File: src/rtl/arith_block_seq.sv
// Multi-cycle WIDTH-bit add/subtract unit. Each RUN cycle processes SLICE bits,
// and a carry register links the slices; results are exchanged via start/ready/valid.
module arith_block_seq #(
    parameter int WIDTH = 128,
    parameter int SLICE = 32
) (
    input  logic             clk,
    input  logic             rst_n,
    input  logic             start,
    input  logic [2:0]       opsel,
    input  logic [WIDTH-1:0] a,
    input  logic [WIDTH-1:0] b,
    output logic             ready,
    output logic             valid,
    output logic [WIDTH-1:0] result,
    output logic             cout,
    output logic             overflow,
    output logic             zero,
    output logic             illegal_op
);

    localparam int NSLICE = WIDTH / SLICE;
    localparam int IDX_W  = (NSLICE > 1) ? $clog2(NSLICE) : 1;

    localparam logic [1:0] S_IDLE = 2'd0;
    localparam logic [1:0] S_RUN  = 2'd1;
    localparam logic [1:0] S_DONE = 2'd2;

    localparam logic [2:0] OP_ILLEGAL = 3'b111;

    logic [1:0]       state;
    logic [2:0]       op_q;
    logic [WIDTH-1:0] a_q;
    logic [WIDTH-1:0] b_q;
    logic             carry_q;
    logic [IDX_W-1:0] idx;
    logic [WIDTH-1:0] acc;

    logic [WIDTH-1:0] beff_d;
    logic             cin_d;
    logic [SLICE-1:0] slice_a;
    logic [SLICE-1:0] slice_b;
    logic [SLICE:0]   slice_sum;
    logic [WIDTH-1:0] acc_next;
    logic             last_slice;
    logic             ovf_d;

    // The operand transform is applied once at acceptance so RUN only ever adds.
    // NOTE: every always_comb output gets a default first so no latch is inferred.
    always_comb begin
        beff_d = '0;
        cin_d  = 1'b0;
        case (opsel)
            3'b000: begin beff_d = b;  cin_d = 1'b0; end
            3'b001: begin beff_d = ~b; cin_d = 1'b0; end
            3'b010: begin beff_d = '0; cin_d = 1'b0; end
            3'b011: begin beff_d = ~b; cin_d = 1'b1; end
            3'b100: begin beff_d = '0; cin_d = 1'b1; end
            3'b101: begin beff_d = '1; cin_d = 1'b0; end
            3'b110: begin beff_d = b;  cin_d = 1'b1; end
            default: begin beff_d = '0; cin_d = 1'b0; end
        endcase
    end

    always_comb begin
        slice_a  = '0;
        slice_b  = '0;
        for (int i = 0; i < NSLICE; i++) begin
            if (idx == IDX_W'(i)) begin
                slice_a = a_q[i*SLICE +: SLICE];
                slice_b = b_q[i*SLICE +: SLICE];
            end
        end
        slice_sum = {1'b0, slice_a} + {1'b0, slice_b} + {{SLICE{1'b0}}, carry_q};
        acc_next  = acc;
        for (int i = 0; i < NSLICE; i++) begin
            if (idx == IDX_W'(i)) begin
                acc_next[i*SLICE +: SLICE] = slice_sum[SLICE-1:0];
            end
        end
    end

    assign last_slice = (idx == IDX_W'(NSLICE - 1));
    assign ovf_d      = (a_q[WIDTH-1] == b_q[WIDTH-1]) && (acc_next[WIDTH-1] != a_q[WIDTH-1]);

    assign ready = (state == S_IDLE);
    assign valid = (state == S_DONE);

    // NOTE: sequential state uses non-blocking assignments so every register sees pre-edge values.
    always_ff @(posedge clk or negedge rst_n) begin
        if (!rst_n) begin
            state      <= S_IDLE;
            op_q       <= '0;
            a_q        <= '0;
            b_q        <= '0;
            carry_q    <= 1'b0;
            idx        <= '0;
            acc        <= '0;
            result     <= '0;
            cout       <= 1'b0;
            overflow   <= 1'b0;
            zero       <= 1'b0;
            illegal_op <= 1'b0;
        end else begin
            case (state)
                S_IDLE: begin
                    if (start) begin
                        a_q     <= a;
                        b_q     <= beff_d;
                        op_q    <= opsel;
                        carry_q <= cin_d;
                        idx     <= '0;
                        state   <= S_RUN;
                    end
                end
                S_RUN: begin
                    acc     <= acc_next;
                    carry_q <= slice_sum[SLICE];
                    idx     <= idx + IDX_W'(1);
                    // Outputs load on the edge into DONE so they are visible with valid.
                    if (last_slice) begin
                        state <= S_DONE;
                        if (op_q == OP_ILLEGAL) begin
                            result     <= '0;
                            cout       <= 1'b0;
                            overflow   <= 1'b0;
                            zero       <= 1'b1;
                            illegal_op <= 1'b1;
                        end else begin
                            result     <= acc_next;
                            cout       <= slice_sum[SLICE];
                            overflow   <= ovf_d;
                            zero       <= (acc_next == '0);
                            illegal_op <= 1'b0;
                        end
                    end
                end
                S_DONE: begin
                    state <= S_IDLE;
                end
                default: begin
                    state <= S_IDLE;
                end
            endcase
        end
    end

endmodule

File: config.mk
export PLATFORM = sky130hd
export DESIGN_NAME = arith_block_seq
export DESIGN_NICKNAME = d
export VERILOG_FILES = /design/src/rtl/arith_block_seq.sv
export SDC_FILE = /design/constraint.sdc
export NUM_CORES = 1
export LEC_CHECK = 0
export CORE_MARGIN = 2
export CORE_UTILIZATION = 55
export DETAILED_ROUTE_END_ITERATION = 10
export GPL_ROUTABILITY_DRIVEN = 0
export HOLD_SLACK_MARGIN = 0.08
export PLACE_DENSITY = 0.79
export REMOVE_ABC_BUFFERS = 1
export SYNTH_ARGS = -nofsm -noshare
export SYNTH_HDL_FRONTEND = slang
export SYNTH_SLANG_ARGS = --single-unit
File: constraint.sdc
create_clock -name clk -period 7.6 [get_ports clk]
set_input_delay 0.76 -clock clk [delete_from_list [all_inputs] [get_ports clk]]
set_output_delay 0.76 -clock clk [all_outputs]
set_load 0.05 [all_outputs]
==> impl_metrics.json <==
{
  "dieWidth_um": 225,
  "crit_path_frequent_cell": "a21oi_1",
  "areaGrowthSynthToFinish_pct": 21.4,
  "yosysWarnings": 0,
  "critPathCaptureType": "flop",
  "core_region_area_um2": 48600,
  "yosys.cell_count.top_type": "nand2_1",
  "reg2reg_from": "idx[1]",
  "tritoncts": "yes",
  "setup-violations-final": 0,
  "ant_nets": 0,
  "synth_area_leaders": "dfrtp_1 47%, nand2_1 13%, nor2_1 7.7%",
  "syn-cell-area_um2": 26900,
  "cts-resized-gates": 0,
  "rsz0062_at_grt": "false",
  "preCtsSetupSlack_ns": 1.76,
  "hp-class": "in -> async",
  "diodes": 0,
  "start_kind": "flop",
  "io_buffers": 395,
  "syn_area_per_cell_um2": 7.91,
  "crit_fanout": 140,
  "fin_setup_tns_ns": 0,
  "grt_max_degree": 180,
  "fin_crit_sh": 0.828,
  "avgViaCountPerCell": 6.09,
  "ys_seq_area_frac": 0.474,
  "antenna_found_initial": 2,
  "slew_viol_final": 0,
  "final_nets": 3904,
  "drc_errors": 0,
  "cts_max_path_buffers": 3,
  "slowest_stage": "a2111oi_0",
  "synthCells": 3405,
  "r2r_end": "zero",
  "overflow": 0,
  "post-synth-top-area-cell": "dfrtp_1",
  "grt_use_met3": 0.0442,
  "grt-busiest-layer": "met2",
  "max_freq_ghz": 0.159,
  "min_period_ns": 6.29,
  "clk_transition_reported_paths_ns": 0.07,
  "drt-total-wl_um": 85000,
  "dpl.cell_count": 4174,
  "ys_ff_latch": 510,
  "worstPathCellList": "inv_1 -> ha_4 -> buf_12 -> nor2_1 -> a21oi_1 -> nor2_1 -> a21oi_1 -> o21ai_0 -> ha_1 -> nand2_1 -> o21ai_1 -> a211oi_1 -> o31ai_1 -> a21oi_1 -> xnor2_1 -> mux2_2 -> a2111oi_0 -> nand4_1 -> o31ai_2",
  "dp_hpwl_um": 57600,
  "synthArstFlopShare": 1.00,
  "cts_hold_buf": 0,
  "ios": 396,
  "grt_use_met2": 0.526,
  "placed_area_um2": 31000,
  "ys_top_cells_by_count": "933 x nand2_1, 550 x nor2_1, 510 x dfrtp_1",
  "yosys.cell_types.count": 70,
  "synth_ff_type": "dfrtp_1",
  "clock_latency_ns": 0.62,
  "tightest_slew_ns": 1.19,
  "grt.total_usage": 0.333,
  "clock_skew_ns": 0.0314,
  "grt_pass1_wl_um": 134000,
  "drt_iter0_markers": 2878,
  "outcome": "complete, no violations",
  "hold_viol": 0,
  "final_area_um2": 32700,
  "first_pass_iters": 6,
  "start_util": 0.554,
  "yosysTopAreaCellShare": 0.474,
  "synth_edf_count": 0,
  "cpPeakStageDelay_ns": 0.65,
  "reg2reg_depth": 19,
  "dieArea_um2": 50700,
  "post-cts-setup-buffers": 0,
  "drive_gt1_frac": 0.0412,
  "num_rows": 81,
  "regToRegSetupSlack_ns": 1.31,
  "numCtsBuffers": 51,
  "grt_pass1_vias": 24500,
  "layout.cells.non_filler": 4264,
  "fp.dieH_um": 225,
  "clock_sinks": 510,
  "worst_slack_ns": 1.31,
  "vias": 26000,
  "cp.arrival_ns": 6.81,
  "maxCapViolations": 0,
  "crit_type": "reg -> reg",
  "routedWlPerCell_um": 19.9,
  "cts-root-buf": "clkbuf_16",
  "slew_headroom": 0.184,
  "grtUsageMet1": 0.470,
  "required_ns": 8.12,
  "htree_levels": 2
}
-- per-layer routing --
layer  part of all wire  routed length, µm  vias to the layer above
met5            0.00026                 22                        -
li1                   -                  -                    11900
met4              0.037               3150                        4
met1               0.41              35100                    12500
met2               0.47              39800                     1328
met3              0.082               7000                      207
-- critical path: cells and delay by family, from the launching register on --
kind / cells / cell delay (ns)
compound gates: 9 / 2.43
xor+xnor: 1 / 0.37
fa+ha+maj: 2 / 1.00
buf+inv: 2 / 0.68
flops: 1 / 0.46
mux: 1 / 0.39
simple gates: 4 / 0.55
-- per-stage QoR --
step	util	hold WS, ns
finish	0.672	0.176
global route	0.672	0.242
CTS	0.672	0.199
detailed placement	0.637	0.463
global placement	0.637	0.455
floorplan	-	0.442
-- cells by family (layout without fill, tap and decap cells) --
| logic type | Yosys count | count (layout) | share of synthesized area |
|---|---|---|---|
| xor gates and xnor gates | 45 | 45 | 0.0146 |
| AOI/OAI and AO/OA | 848 | 848 | 0.189 |
| DFF | 510 | 510 | 0.474 |
| and+or+nand+nor | 1578 | 1578 | 0.229 |
| buffers and inverters | 294 | 531 | 0.0413 |
| adders and majority gates | 37 | 37 | 0.0177 |
| muxes | 93 | 93 | 0.0348 |
-- placed cells by master, fill, tap and decap left out, types with 21 or more instances in the layout --
cell and count:
nand2_1 926, nor2_1 549, dfrtp_1 510, clkdlybuf4s50_1 393, o21ai_0 327, a21oi_1 293, a2111oi_0 131, mux2i_1 88
clkbuf_16 51, ha_1 31, xnor2_1 25, buf_4 22, inv_1 21
-- sequential cells by signal, summed over array words and instances (netlist names) --
name	cells
a_q	128
acc	114
b_q	128
carry_q	1
cout	1
idx	2
illegal_op	1
op_q	3
overflow	1
result	128
state	2
zero	1
-- how the worst max path moves through the flow --
stage / start / to / slack [ns] / depth (start not counted)
6_report: idx[1] / zero / 1.31 / 19
5_1_grt: idx[0] / zero / 0.91 / 19
4_1_cts: idx[1] / zero / 1.66 / 19
3_5_place_dp: idx[1] / zero / 1.76 / 19
3_3_place_gp: idx[1] / zero / 1.94 / 19
2_1_floorplan: idx[0] / zero / -0.98 / 6
-- area by class of cell --
| type | instances | area, µm² |
|---|---|---|
| Clock buffer | 74 | 1500 |
| Clock inverter | 16 | 208 |
| Fill cell | 3968 | 16000 |
| Tap cell | 622 | 778 |
| Inverter | 21 | 78.8 |
| Multi-Input combinational cell | 2601 | 13200 |
| Timing Repair Buffer | 420 | 4190 |
| Sequential cell | 510 | 12800 |
Power is left out: the tool's default activity adds up to more than one toggle a clock period on the data nets, which glitch-free logic cannot reach.
